### config.mk
export PLATFORM = sky130hd
export DESIGN_NAME = ysyx_axi_arbiter_flat
export DESIGN_NICKNAME = d
export VERILOG_FILES = /design/src/rtl/ysyx_bus_pkg.sv /design/src/rtl/ysyx_axi_arbiter_if.sv /design/src/rtl/ysyx_rr_arb2.sv /design/src/rtl/ysyx_axi_arbiter.sv /design/src/flat_wrapper.sv
export SDC_FILE = /design/constraint.sdc
export NUM_CORES = 1
export LEC_CHECK = 0
export CAP_MARGIN = 30
export CORE_AREA = 2 2 158 160
export DETAILED_ROUTE_END_ITERATION = 16
export DIE_AREA = 0 0 160 162
export GPL_TIMING_DRIVEN = 0
export PLACE_DENSITY = 0.65
export SLEW_MARGIN = 5
export SYNTH_ARGS = -nofsm -noshare
export SYNTH_HDL_FRONTEND = slang
export SYNTH_SLANG_ARGS = --single-unit
### constraint.sdc
create_clock -name clock -period 3.16 [get_ports clock]
set_input_delay 0.632 -clock clock [delete_from_list [all_inputs] [get_ports clock]]
set_output_delay 0.632 -clock clock [all_outputs]
set_load 0.01 [all_outputs]
### src/rtl/ysyx_bus_pkg.sv
// Shared bus definitions for the core-to-AXI arbiter: FSM state encodings,
// AXI4 burst/response codes and the requester IDs carried on AXI.
package ysyx_bus_pkg;

   typedef enum logic [1:0] {
      R_IDLE = 2'd0,
      R_ADDR = 2'd1,
      R_DATA = 2'd2
   } rd_state_e;

   typedef enum logic [1:0] {
      W_IDLE = 2'd0,
      W_ADDR = 2'd1,
      W_RESP = 2'd2
   } wr_state_e;

   localparam logic [1:0] AXI_BURST_INCR = 2'b01;
   localparam logic [1:0] AXI_RESP_OKAY  = 2'b00;
   localparam logic [7:0] AXI_LEN_SINGLE = 8'd0;
   localparam logic [2:0] AXI_SIZE_WORD  = 3'b010;
   localparam logic [3:0] AXI_ID_IFU     = 4'd0;
   localparam logic [3:0] AXI_ID_LSU     = 4'd1;

   // Any non-OKAY response (EXOKAY included) is reported as an error to the core.
   function automatic logic resp_is_err(input logic [1:0] resp);
      return (resp != AXI_RESP_OKAY);
   endfunction

endpackage

### src/rtl/ysyx_axi_arbiter_if.sv
// Core-side request/response ports plus the AXI4 master channels of the arbiter.
// The master modport is the arbiter's view; slave is the core/memory environment.
interface ysyx_axi_arbiter_if #(parameter int XLEN = 32);
   logic            ifu_req_valid;
   logic [XLEN-1:0] ifu_req_addr;
   logic            ifu_req_ready;
   logic            ifu_rsp_valid;
   logic [XLEN-1:0] ifu_rsp_data;
   logic            ifu_rsp_err;

   logic            lsu_rd_valid;
   logic [XLEN-1:0] lsu_rd_addr;
   logic [2:0]      lsu_rd_size;
   logic            lsu_rd_ready;
   logic            lsu_rd_rsp_valid;
   logic [XLEN-1:0] lsu_rd_rsp_data;
   logic            lsu_rd_rsp_err;

   logic            lsu_wr_valid;
   logic [XLEN-1:0] lsu_wr_addr;
   logic [XLEN-1:0] lsu_wr_data;
   logic [3:0]      lsu_wr_strb;
   logic [2:0]      lsu_wr_size;
   logic            lsu_wr_ready;
   logic            lsu_wr_done;
   logic            lsu_wr_err;

   logic            awvalid, awready;
   logic [3:0]      awid;
   logic [XLEN-1:0] awaddr;
   logic [7:0]      awlen;
   logic [2:0]      awsize;
   logic [1:0]      awburst;
   logic            wvalid, wready, wlast;
   logic [XLEN-1:0] wdata;
   logic [3:0]      wstrb;
   logic            bvalid, bready;
   logic [3:0]      bid;
   logic [1:0]      bresp;
   logic            arvalid, arready;
   logic [3:0]      arid;
   logic [XLEN-1:0] araddr;
   logic [7:0]      arlen;
   logic [2:0]      arsize;
   logic [1:0]      arburst;
   logic            rvalid, rready, rlast;
   logic [3:0]      rid;
   logic [XLEN-1:0] rdata;
   logic [1:0]      rresp;

   modport master (
      input  ifu_req_valid, ifu_req_addr,
      output ifu_req_ready, ifu_rsp_valid, ifu_rsp_data, ifu_rsp_err,
      input  lsu_rd_valid, lsu_rd_addr, lsu_rd_size,
      output lsu_rd_ready, lsu_rd_rsp_valid, lsu_rd_rsp_data, lsu_rd_rsp_err,
      input  lsu_wr_valid, lsu_wr_addr, lsu_wr_data, lsu_wr_strb, lsu_wr_size,
      output lsu_wr_ready, lsu_wr_done, lsu_wr_err,
      output awvalid, awid, awaddr, awlen, awsize, awburst,
      input  awready,
      output wvalid, wdata, wstrb, wlast,
      input  wready,
      input  bvalid, bid, bresp,
      output bready,
      output arvalid, arid, araddr, arlen, arsize, arburst,
      input  arready,
      input  rvalid, rid, rdata, rresp, rlast,
      output rready
   );

   modport slave (
      output ifu_req_valid, ifu_req_addr,
      input  ifu_req_ready, ifu_rsp_valid, ifu_rsp_data, ifu_rsp_err,
      output lsu_rd_valid, lsu_rd_addr, lsu_rd_size,
      input  lsu_rd_ready, lsu_rd_rsp_valid, lsu_rd_rsp_data, lsu_rd_rsp_err,
      output lsu_wr_valid, lsu_wr_addr, lsu_wr_data, lsu_wr_strb, lsu_wr_size,
      input  lsu_wr_ready, lsu_wr_done, lsu_wr_err,
      input  awvalid, awid, awaddr, awlen, awsize, awburst,
      output awready,
      input  wvalid, wdata, wstrb, wlast,
      output wready,
      output bvalid, bid, bresp,
      input  bready,
      input  arvalid, arid, araddr, arlen, arsize, arburst,
      output arready,
      output rvalid, rid, rdata, rresp, rlast,
      input  rready
   );
endinterface

### src/rtl/ysyx_rr_arb2.sv
// Two-way round-robin arbiter: one-hot grant, last winner loses the next tie.
// Reset leaves requester 1 as last winner so requester 0 takes the first tie.
module ysyx_rr_arb2 (
   input  logic       clock,
   input  logic       reset,
   input  logic [1:0] i_req,
   input  logic       i_take,
   output logic [1:0] o_gnt
);
   logic r_last;

   always_comb begin
      o_gnt = 2'b00;
      case (i_req)
         2'b01:   o_gnt = 2'b01;
         2'b10:   o_gnt = 2'b10;
         2'b11:   o_gnt = r_last ? 2'b01 : 2'b10;
         default: o_gnt = 2'b00;
      endcase
   end

   always_ff @(posedge clock) begin
      if (reset) begin
         r_last <= 1'b1;
      end else if (i_take && (o_gnt != 2'b00)) begin
         r_last <= o_gnt[1];
      end else begin
         r_last <= r_last;
      end
   end
endmodule

### src/rtl/ysyx_axi_arbiter.sv
// Shares one AXI4 master between IFU fetches, LSU loads and LSU stores.
// Reads and writes run as independent single-beat FSMs; one read outstanding.
module ysyx_axi_arbiter
   import ysyx_bus_pkg::*;
#(
   parameter int XLEN = 32
) (
   input  logic                clock,
   input  logic                reset,
   ysyx_axi_arbiter_if.master  bus
);
   rd_state_e       r_rd_state, w_rd_next;
   logic            r_rd_lsu;
   logic [XLEN-1:0] r_rd_addr;
   logic [2:0]      r_rd_size;
   logic [1:0]      w_rd_req, w_rd_gnt;
   logic            w_rd_take;

   wr_state_e       r_wr_state, w_wr_next;
   logic [XLEN-1:0] r_wr_addr, r_wr_data;
   logic [3:0]      r_wr_strb;
   logic [2:0]      r_wr_size;
   logic            r_aw_pend, r_w_pend;
   logic            w_wr_take;
   logic            w_unused;

   assign w_rd_req = {bus.lsu_rd_valid, bus.ifu_req_valid};
   // Routing uses the latched grant, so the AXI IDs coming back are irrelevant.
   assign w_unused = ^{bus.rid, bus.bid, bus.rlast};

   ysyx_rr_arb2 u_rr (
      .clock  (clock),
      .reset  (reset),
      .i_req  (w_rd_req),
      .i_take (w_rd_take),
      .o_gnt  (w_rd_gnt)
   );

   assign bus.araddr          = r_rd_addr;
   assign bus.arlen           = AXI_LEN_SINGLE;
   assign bus.arburst         = AXI_BURST_INCR;
   assign bus.arsize          = r_rd_size;
   assign bus.arid            = r_rd_lsu ? AXI_ID_LSU : AXI_ID_IFU;
   assign bus.ifu_rsp_data    = bus.rdata;
   assign bus.lsu_rd_rsp_data = bus.rdata;

   assign bus.awaddr  = r_wr_addr;
   assign bus.awlen   = AXI_LEN_SINGLE;
   assign bus.awburst = AXI_BURST_INCR;
   assign bus.awsize  = r_wr_size;
   assign bus.awid    = AXI_ID_LSU;
   assign bus.wdata   = r_wr_data;
   assign bus.wstrb   = r_wr_strb;
   assign bus.wlast   = 1'b1;

   always_ff @(posedge clock) begin
      if (reset) begin
         r_rd_state <= R_IDLE;
      end else begin
         r_rd_state <= w_rd_next;
      end
   end

   // Read next-state and handshakes; every output is forced quiet during reset.
   always_comb begin
      w_rd_next            = r_rd_state;
      w_rd_take            = 1'b0;
      bus.ifu_req_ready    = 1'b0;
      bus.lsu_rd_ready     = 1'b0;
      bus.arvalid          = 1'b0;
      bus.rready           = 1'b0;
      bus.ifu_rsp_valid    = 1'b0;
      bus.ifu_rsp_err      = 1'b0;
      bus.lsu_rd_rsp_valid = 1'b0;
      bus.lsu_rd_rsp_err   = 1'b0;
      if (reset) begin
         w_rd_next = R_IDLE;
      end else begin
         case (r_rd_state)
            R_IDLE: begin
               if (w_rd_req != 2'b00) begin
                  w_rd_take         = 1'b1;
                  bus.ifu_req_ready = w_rd_gnt[0];
                  bus.lsu_rd_ready  = w_rd_gnt[1];
                  w_rd_next         = R_ADDR;
               end else begin
                  w_rd_next = R_IDLE;
               end
            end
            R_ADDR: begin
               bus.arvalid = 1'b1;
               w_rd_next   = bus.arready ? R_DATA : R_ADDR;
            end
            R_DATA: begin
               bus.rready = 1'b1;
               if (bus.rvalid) begin
                  bus.ifu_rsp_valid    = ~r_rd_lsu;
                  bus.ifu_rsp_err      = ~r_rd_lsu & resp_is_err(bus.rresp);
                  bus.lsu_rd_rsp_valid = r_rd_lsu;
                  bus.lsu_rd_rsp_err   = r_rd_lsu & resp_is_err(bus.rresp);
                  w_rd_next            = R_IDLE;
               end else begin
                  w_rd_next = R_DATA;
               end
            end
            default: w_rd_next = R_IDLE;
         endcase
      end
   end

   always_ff @(posedge clock) begin
      if (reset) begin
         r_rd_lsu  <= 1'b0;
         r_rd_addr <= '0;
         r_rd_size <= AXI_SIZE_WORD;
      end else if (w_rd_take) begin
         r_rd_lsu  <= w_rd_gnt[1];
         r_rd_addr <= w_rd_gnt[1] ? bus.lsu_rd_addr : bus.ifu_req_addr;
         r_rd_size <= w_rd_gnt[1] ? bus.lsu_rd_size : AXI_SIZE_WORD;
      end else begin
         r_rd_lsu  <= r_rd_lsu;
         r_rd_addr <= r_rd_addr;
         r_rd_size <= r_rd_size;
      end
   end

   always_ff @(posedge clock) begin
      if (reset) begin
         r_wr_state <= W_IDLE;
      end else begin
         r_wr_state <= w_wr_next;
      end
   end

   // AW and W retire independently; leave W_ADDR once neither is still pending.
   always_comb begin
      w_wr_next        = r_wr_state;
      w_wr_take        = 1'b0;
      bus.lsu_wr_ready = 1'b0;
      bus.awvalid      = 1'b0;
      bus.wvalid       = 1'b0;
      bus.bready       = 1'b0;
      bus.lsu_wr_done  = 1'b0;
      bus.lsu_wr_err   = 1'b0;
      if (reset) begin
         w_wr_next = W_IDLE;
      end else begin
         case (r_wr_state)
            W_IDLE: begin
               if (bus.lsu_wr_valid) begin
                  w_wr_take        = 1'b1;
                  bus.lsu_wr_ready = 1'b1;
                  w_wr_next        = W_ADDR;
               end else begin
                  w_wr_next = W_IDLE;
               end
            end
            W_ADDR: begin
               bus.awvalid = r_aw_pend;
               bus.wvalid  = r_w_pend;
               if ((!r_aw_pend || bus.awready) && (!r_w_pend || bus.wready)) begin
                  w_wr_next = W_RESP;
               end else begin
                  w_wr_next = W_ADDR;
               end
            end
            W_RESP: begin
               bus.bready = 1'b1;
               if (bus.bvalid) begin
                  bus.lsu_wr_done = 1'b1;
                  bus.lsu_wr_err  = resp_is_err(bus.bresp);
                  w_wr_next       = W_IDLE;
               end else begin
                  w_wr_next = W_RESP;
               end
            end
            default: w_wr_next = W_IDLE;
         endcase
      end
   end

   always_ff @(posedge clock) begin
      if (reset) begin
         r_aw_pend <= 1'b0;
         r_w_pend  <= 1'b0;
         r_wr_addr <= '0;
         r_wr_data <= '0;
         r_wr_strb <= 4'd0;
         r_wr_size <= 3'd0;
      end else if (w_wr_take) begin
         r_aw_pend <= 1'b1;
         r_w_pend  <= 1'b1;
         r_wr_addr <= bus.lsu_wr_addr;
         r_wr_data <= bus.lsu_wr_data;
         r_wr_strb <= bus.lsu_wr_strb;
         r_wr_size <= bus.lsu_wr_size;
      end else if (r_wr_state == W_ADDR) begin
         r_aw_pend <= r_aw_pend & ~bus.awready;
         r_w_pend  <= r_w_pend & ~bus.wready;
         r_wr_addr <= r_wr_addr;
         r_wr_data <= r_wr_data;
         r_wr_strb <= r_wr_strb;
         r_wr_size <= r_wr_size;
      end else begin
         r_aw_pend <= r_aw_pend;
         r_w_pend  <= r_w_pend;
         r_wr_addr <= r_wr_addr;
         r_wr_data <= r_wr_data;
         r_wr_strb <= r_wr_strb;
         r_wr_size <= r_wr_size;
      end
   end
endmodule

### src/flat_wrapper.sv
// flat-port wrapper written by rule: the top's interface ports become plain ports
module ysyx_axi_arbiter_flat import ysyx_bus_pkg::*;
#(
   parameter int XLEN = 32
)
  (clock, reset, bus_ifu_req_valid, bus_ifu_req_addr, bus_ifu_req_ready, bus_ifu_rsp_valid, bus_ifu_rsp_data, bus_ifu_rsp_err, bus_lsu_rd_valid, bus_lsu_rd_addr, bus_lsu_rd_size, bus_lsu_rd_ready, bus_lsu_rd_rsp_valid, bus_lsu_rd_rsp_data, bus_lsu_rd_rsp_err, bus_lsu_wr_valid, bus_lsu_wr_addr, bus_lsu_wr_data, bus_lsu_wr_strb, bus_lsu_wr_size, bus_lsu_wr_ready, bus_lsu_wr_done, bus_lsu_wr_err, bus_awvalid, bus_awid, bus_awaddr, bus_awlen, bus_awsize, bus_awburst, bus_awready, bus_wvalid, bus_wdata, bus_wstrb, bus_wlast, bus_wready, bus_bvalid, bus_bid, bus_bresp, bus_bready, bus_arvalid, bus_arid, bus_araddr, bus_arlen, bus_arsize, bus_arburst, bus_arready, bus_rvalid, bus_rid, bus_rdata, bus_rresp, bus_rlast, bus_rready);
  ysyx_axi_arbiter_if #(.XLEN(XLEN)) bus_i ();
  input  logic clock;
  input  logic reset;
  input wire logic [$bits(bus_i.ifu_req_valid)-1:0] bus_ifu_req_valid;
  input wire logic [$bits(bus_i.ifu_req_addr)-1:0] bus_ifu_req_addr;
  output wire logic [$bits(bus_i.ifu_req_ready)-1:0] bus_ifu_req_ready;
  output wire logic [$bits(bus_i.ifu_rsp_valid)-1:0] bus_ifu_rsp_valid;
  output wire logic [$bits(bus_i.ifu_rsp_data)-1:0] bus_ifu_rsp_data;
  output wire logic [$bits(bus_i.ifu_rsp_err)-1:0] bus_ifu_rsp_err;
  input wire logic [$bits(bus_i.lsu_rd_valid)-1:0] bus_lsu_rd_valid;
  input wire logic [$bits(bus_i.lsu_rd_addr)-1:0] bus_lsu_rd_addr;
  input wire logic [$bits(bus_i.lsu_rd_size)-1:0] bus_lsu_rd_size;
  output wire logic [$bits(bus_i.lsu_rd_ready)-1:0] bus_lsu_rd_ready;
  output wire logic [$bits(bus_i.lsu_rd_rsp_valid)-1:0] bus_lsu_rd_rsp_valid;
  output wire logic [$bits(bus_i.lsu_rd_rsp_data)-1:0] bus_lsu_rd_rsp_data;
  output wire logic [$bits(bus_i.lsu_rd_rsp_err)-1:0] bus_lsu_rd_rsp_err;
  input wire logic [$bits(bus_i.lsu_wr_valid)-1:0] bus_lsu_wr_valid;
  input wire logic [$bits(bus_i.lsu_wr_addr)-1:0] bus_lsu_wr_addr;
  input wire logic [$bits(bus_i.lsu_wr_data)-1:0] bus_lsu_wr_data;
  input wire logic [$bits(bus_i.lsu_wr_strb)-1:0] bus_lsu_wr_strb;
  input wire logic [$bits(bus_i.lsu_wr_size)-1:0] bus_lsu_wr_size;
  output wire logic [$bits(bus_i.lsu_wr_ready)-1:0] bus_lsu_wr_ready;
  output wire logic [$bits(bus_i.lsu_wr_done)-1:0] bus_lsu_wr_done;
  output wire logic [$bits(bus_i.lsu_wr_err)-1:0] bus_lsu_wr_err;
  output wire logic [$bits(bus_i.awvalid)-1:0] bus_awvalid;
  output wire logic [$bits(bus_i.awid)-1:0] bus_awid;
  output wire logic [$bits(bus_i.awaddr)-1:0] bus_awaddr;
  output wire logic [$bits(bus_i.awlen)-1:0] bus_awlen;
  output wire logic [$bits(bus_i.awsize)-1:0] bus_awsize;
  output wire logic [$bits(bus_i.awburst)-1:0] bus_awburst;
  input wire logic [$bits(bus_i.awready)-1:0] bus_awready;
  output wire logic [$bits(bus_i.wvalid)-1:0] bus_wvalid;
  output wire logic [$bits(bus_i.wdata)-1:0] bus_wdata;
  output wire logic [$bits(bus_i.wstrb)-1:0] bus_wstrb;
  output wire logic [$bits(bus_i.wlast)-1:0] bus_wlast;
  input wire logic [$bits(bus_i.wready)-1:0] bus_wready;
  input wire logic [$bits(bus_i.bvalid)-1:0] bus_bvalid;
  input wire logic [$bits(bus_i.bid)-1:0] bus_bid;
  input wire logic [$bits(bus_i.bresp)-1:0] bus_bresp;
  output wire logic [$bits(bus_i.bready)-1:0] bus_bready;
  output wire logic [$bits(bus_i.arvalid)-1:0] bus_arvalid;
  output wire logic [$bits(bus_i.arid)-1:0] bus_arid;
  output wire logic [$bits(bus_i.araddr)-1:0] bus_araddr;
  output wire logic [$bits(bus_i.arlen)-1:0] bus_arlen;
  output wire logic [$bits(bus_i.arsize)-1:0] bus_arsize;
  output wire logic [$bits(bus_i.arburst)-1:0] bus_arburst;
  input wire logic [$bits(bus_i.arready)-1:0] bus_arready;
  input wire logic [$bits(bus_i.rvalid)-1:0] bus_rvalid;
  input wire logic [$bits(bus_i.rid)-1:0] bus_rid;
  input wire logic [$bits(bus_i.rdata)-1:0] bus_rdata;
  input wire logic [$bits(bus_i.rresp)-1:0] bus_rresp;
  input wire logic [$bits(bus_i.rlast)-1:0] bus_rlast;
  output wire logic [$bits(bus_i.rready)-1:0] bus_rready;
  assign bus_i.ifu_req_valid = bus_ifu_req_valid;
  assign bus_i.ifu_req_addr = bus_ifu_req_addr;
  assign bus_ifu_req_ready = bus_i.ifu_req_ready;
  assign bus_ifu_rsp_valid = bus_i.ifu_rsp_valid;
  assign bus_ifu_rsp_data = bus_i.ifu_rsp_data;
  assign bus_ifu_rsp_err = bus_i.ifu_rsp_err;
  assign bus_i.lsu_rd_valid = bus_lsu_rd_valid;
  assign bus_i.lsu_rd_addr = bus_lsu_rd_addr;
  assign bus_i.lsu_rd_size = bus_lsu_rd_size;
  assign bus_lsu_rd_ready = bus_i.lsu_rd_ready;
  assign bus_lsu_rd_rsp_valid = bus_i.lsu_rd_rsp_valid;
  assign bus_lsu_rd_rsp_data = bus_i.lsu_rd_rsp_data;
  assign bus_lsu_rd_rsp_err = bus_i.lsu_rd_rsp_err;
  assign bus_i.lsu_wr_valid = bus_lsu_wr_valid;
  assign bus_i.lsu_wr_addr = bus_lsu_wr_addr;
  assign bus_i.lsu_wr_data = bus_lsu_wr_data;
  assign bus_i.lsu_wr_strb = bus_lsu_wr_strb;
  assign bus_i.lsu_wr_size = bus_lsu_wr_size;
  assign bus_lsu_wr_ready = bus_i.lsu_wr_ready;
  assign bus_lsu_wr_done = bus_i.lsu_wr_done;
  assign bus_lsu_wr_err = bus_i.lsu_wr_err;
  assign bus_awvalid = bus_i.awvalid;
  assign bus_awid = bus_i.awid;
  assign bus_awaddr = bus_i.awaddr;
  assign bus_awlen = bus_i.awlen;
  assign bus_awsize = bus_i.awsize;
  assign bus_awburst = bus_i.awburst;
  assign bus_i.awready = bus_awready;
  assign bus_wvalid = bus_i.wvalid;
  assign bus_wdata = bus_i.wdata;
  assign bus_wstrb = bus_i.wstrb;
  assign bus_wlast = bus_i.wlast;
  assign bus_i.wready = bus_wready;
  assign bus_i.bvalid = bus_bvalid;
  assign bus_i.bid = bus_bid;
  assign bus_i.bresp = bus_bresp;
  assign bus_bready = bus_i.bready;
  assign bus_arvalid = bus_i.arvalid;
  assign bus_arid = bus_i.arid;
  assign bus_araddr = bus_i.araddr;
  assign bus_arlen = bus_i.arlen;
  assign bus_arsize = bus_i.arsize;
  assign bus_arburst = bus_i.arburst;
  assign bus_i.arready = bus_arready;
  assign bus_i.rvalid = bus_rvalid;
  assign bus_i.rid = bus_rid;
  assign bus_i.rdata = bus_rdata;
  assign bus_i.rresp = bus_rresp;
  assign bus_i.rlast = bus_rlast;
  assign bus_rready = bus_i.rready;
  ysyx_axi_arbiter #(.XLEN(XLEN)) u_core (.clock(clock), .reset(reset), .bus(bus_i));
endmodule
# Word-level counts from Yosys, hierarchy flattened
# Cells that the tools add are included.
# word_totals
regBits,114
wordCells,96
# op_classes
eq_ne,7
muxes,57
n_bitwise,7
n_reduce_logical,13
# op_table
operator,count
$mux 1,47
$mux 32,1
$pmux 2 s3,3
$mux 2,5
$reduce_bool 2->1,5
$eq 2x2->1 const B,4
$eq 2x1->1 const B,3
$and 1x1->1,4
$logic_not 2->1,2
$mux 3,1
$not 1->1,3
$logic_and 1x1->1,2
$logic_not 1->1,2
$logic_or 1x1->1,2

# Depth between registers and ports, before layout
# logic_depth
word_depth,5
depth_mapped,5
ltp_nobuf,3

# Hierarchy
# Synthesis repeated with hierarchy kept, for this count alone.
# hier_totals
cells_unflattened,581
area_unflattened_um2,5217.5
# by_module_without_submodules
module,n_inst,cells_per_inst,area_each_um2
ysyx_axi_arbiter,1,574,5156.2
ysyx_rr_arb2,1,7,61.3

# Worst setup path before layout
# No wires, ideal clock.
# synth_timing
kind,input-to-output
from,input port reset
to,output port bus_lsu_rd_rsp_err
t_arrival_ns,1.817
required_time_ns,2.528
setup_slack_ns,0.711
path_stages,4
n_path_buf,1
cell_sequence,clkbuf_1 nor3b_1 and3_1 nor2b_1
# synth_between
elab_chain_cells,1
# synth_rtl
item,line,rtl
start: declaration,flat_wrapper.sv:9,input logic reset;
$mux 1,ysyx_axi_arbiter.sv:76,if (reset) begin
end: declaration,flat_wrapper.sv:22,output wire logic [$bits(bus_i.lsu_rd_rsp_err)-1:0] bus_lsu_rd_rsp_err;
# No other way between the ends.

# Worst setup path in the final report
# Same ends and word-level chain as after synthesis.

==> impl_metrics.tcl <==
set metrics [dict create \
    place_area_um2 8870 \
    crit_type "primary input to primary output" \
    synth-edff-count 0 \
    synth_top_area_share_pct 45.5 \
    htree_levels 4 \
    fin_setup_tns_ns 0 \
    synth_cell_types 31 \
    path_buf_inv 3 \
    slew_headroom_pct 56.4 \
    place_ws_ns -0.458 \
    final_design_area_no_fill_um2 9560 \
    drive_gt1_share_pct 14.8 \
    place_congestion 0.827 \
    async_reset_ff_share_pct 0 \
    chipWidth_um 160 \
    antenna_cells 0 \
    worst_hold_slack_ns 0.451 \
    critPathMostFrequentCell "clkdlybuf4s50_1" \
    critPathMaxFanout 10 \
    cp_slowest_stage_delay_ns 0.55 \
    antenna_found_initial 1 \
    cts_tree "built" \
    ys_top_cells_by_area "dfxtp_1 45%, buf_4 14%, nand2_1 13%" \
    status "completed" \
    worst_pin_slew_ns 0.648 \
    ys_warn_count 0 \
    cts.sinks 114 \
    multiInputGateArea_um2 1950 \
    setup_violations 0 \
    synth-seq-cells 114 \
    worstPathCellList "clkdlybuf4s50_1 > clkbuf_8 > nor3b_4 > and3_4 > nor2b_1 > clkdlybuf4s50_1" \
    yosys-top-cells-count "176 x nand2_1, 114 x dfxtp_1, 93 x buf_4" \
    coreArea_um2 24100 \
    slew_viol_final 0 \
    synthXorXnorAreaFrac_pct 0 \
    drtPass1Iterations 4 \
    grt_util_all_layers_pct 14.6 \
    drc 0 \
    crit_family "buffers and inverters" \
    power_density_nw_per_um2 489 \
    hold_viol 0 \
    ant_nets 0 \
    power_uw 4670 \
    synth-compound-area-share_pct 16.4 \
    vias_per_cell 4.06 \
    cts_made_buffers 17 \
    cts_buffer_depth 2 \
    skew_ns 0.00923 \
    seq_area_um2 2280 \
    io_pins 406 \
    syn-instance-count 615 \
    routed_wl_um 19400 \
    startpoint_type "primary input" \
    vias 5411 \
    p_leak_uw 0.00385 \
    synth_top_family_by_area "simple AND/OR/NAND/NOR gates" \
    grt_pass1_wl_um 29400 \
    yosysMostFrequentCell "nand2_1" \
    fin_crit_sh_pct 97.9 \
    grt_max_degree 20 \
    min_period_ns 3.09 \
    fill_cells 2482 \
    area_delta_synth_final_pct 90.5 \
    arrival_ns 2.46 \
    ys_seq_area_share_pct 45.5 \
    synthSimpleGateAreaFrac_pct 19.6 \
    dominantRegCellSynth "dfxtp_1" \
    hpwlAfterDp_um 15700 \
    vdd_ir_drop_max_mv 0.294 \
    grt_setup_unrepaired "yes" \
    rows 57 \
    root_buffer "clkbuf_16" \
    worstSkewPairLatency_ns 0.40 \
    clk_pin_slew_ns 0.06 \
    routedWlPerCell_um 14.6 \
    fp.dieH_um 162 \
    fin_ws_ns 0.0664 \
    synth-adder-area-share_pct 0 \
    syn-cell-area_um2 5020 \
    die-area_um2 25900 \
    numPortBuffers 335 \
    ctsHoldBuffers 0 \
    overflow 0 \
    critPathSlowestCell "clkdlybuf4s50_1" \
    synth.avg_cell_area_um2 8.16 \
    first_iter_violations 242 \
    drv_cap 0 \
    first_global_vias 5425 \
    cp.required_ns 2.53 \
    synth_mux_area_share_pct 0 \
    fin_nets 1189 \
    start_util_pct 20.8 \
    crit_path_end_kind "primary output" \
    fmax_ghz 0.323 \
    holdCritPathClass "flip-flop to flip-flop" \
    synth_top_area_cell "dfxtp_1" \
]
-- metrics by stage --
step                      instances  utilization [%]
final                          1333             39.7
after global routing           1333             39.7
after CTS                      1333             39.6
after detailed placement       1300             36.8
after global placement         1300             36.8
after floorplan                 641                -
-- path summary, 6_finish.rpt --
| kind | from | end | slack [ns] | cells past startpoint |
|---|---|---|---|---|
| worst min register to register | u_core.bus.awsize[0]$_SDFFE_PP0P_ | u_core.bus.awsize[0]$_SDFFE_PP0P_ | 0.45 | 2 |
| worst min-delay path | u_core.bus.awsize[0]$_SDFFE_PP0P_ | u_core.bus.awsize[0]$_SDFFE_PP0P_ | 0.45 | 2 |
| worst max register to register | u_core.r_rd_state[0]$_SDFF_PP0_ | u_core.bus.araddr[3]$_SDFFE_PP0P_ | 1.15 | 5 |
| worst max-delay path | reset | bus_lsu_rd_rsp_err | 0.07 | 6 |
-- cell type report --
cell class	count	area share [%]
tap	324	4.24
sequential	114	23.9
clock inverter	14	1.86
multi-input combinational	384	20.4
inverter	7	0.275
clock buffer	18	4.59
timing repair buffer	338	35.3
buffer	134	9.41
-- per-layer routing --
layer / vias to the layer above / share of wire, % / track usage, %
li1: 2693 / - / -
met1: 2417 / 38 / 15.4
met2: 276 / 50 / 26.4
met3: 23 / 9.6 / 5.98
met4: 2 / 2.3 / 4.71
met5: - / 0.067 / 0
-- worst register-to-register path: stages, from the launching register on --
cell and delay, ns:
dfxtp_1 0.37, or3_1 0.38, buf_6 0.15, clkbuf_1 0.25, nor3_1 0.62, a221o_1 0.19
-- report_power, final --
group          switching [µW]  total [µW]  internal (µW)
registers                73.5        1630           1560
logic                     427        1040            610
clock network             737        2010           1270
-- cells in the final DEF, fill, tap and decap left out, types with 2 or more instances in the layout --
master,n
a21oi_1,75
a221o_1,32
a22o_1,3
and3b_1,2
buf_2,4
buf_4,96
buf_6,4
bufinv_16,3
clkbuf_1,29
clkbuf_16,17
clkbuf_2,2
clkbuf_8,2
clkdlybuf4s50_1,333
clkinv_4,3
clkinvlp_4,4
conb_1,28
dfxtp_1,114
inv_1,7
inv_6,3
nand2_1,176
nor2_1,5
nor2b_1,6
nor3_1,33
nor3b_1,3
nor3b_4,2
o21ai_0,3
o21bai_1,2
-- repair_timing --
action / in CTS / in global routing
setup endpoints to repair: 14 / 2
gates resized for setup: 13 / 2
pin swaps: 2 / 0
setup buffers: 3 / 0
hold endpoints to repair: 0 / 0
-- registers in the layout, indices dropped and copies added (netlist names) --
name                flops
u_core.r_aw_pend        1
u_core.bus.araddr      32
u_core.bus.awsize       3
u_core.bus.arsize       3
u_core.r_rd_lsu         1
u_core.r_rd_state       2
u_core.u_rr.r_last      1
u_core.bus.awaddr      32
u_core.bus.wstrb        4
u_core.r_wr_state       2
u_core.bus.wdata       32
u_core.r_w_pend         1
-- cell families (layout without fill, tap and decap cells) --
group | count (synthesis) | in the layout
AOI/OAI and AO/OA | 122 | 122
buffers and inverters | 143 | 511
DFF | 114 | 114
other | 2 | 28
and+or+nand+nor | 234 | 234
(Power assumes the default switching activity.)
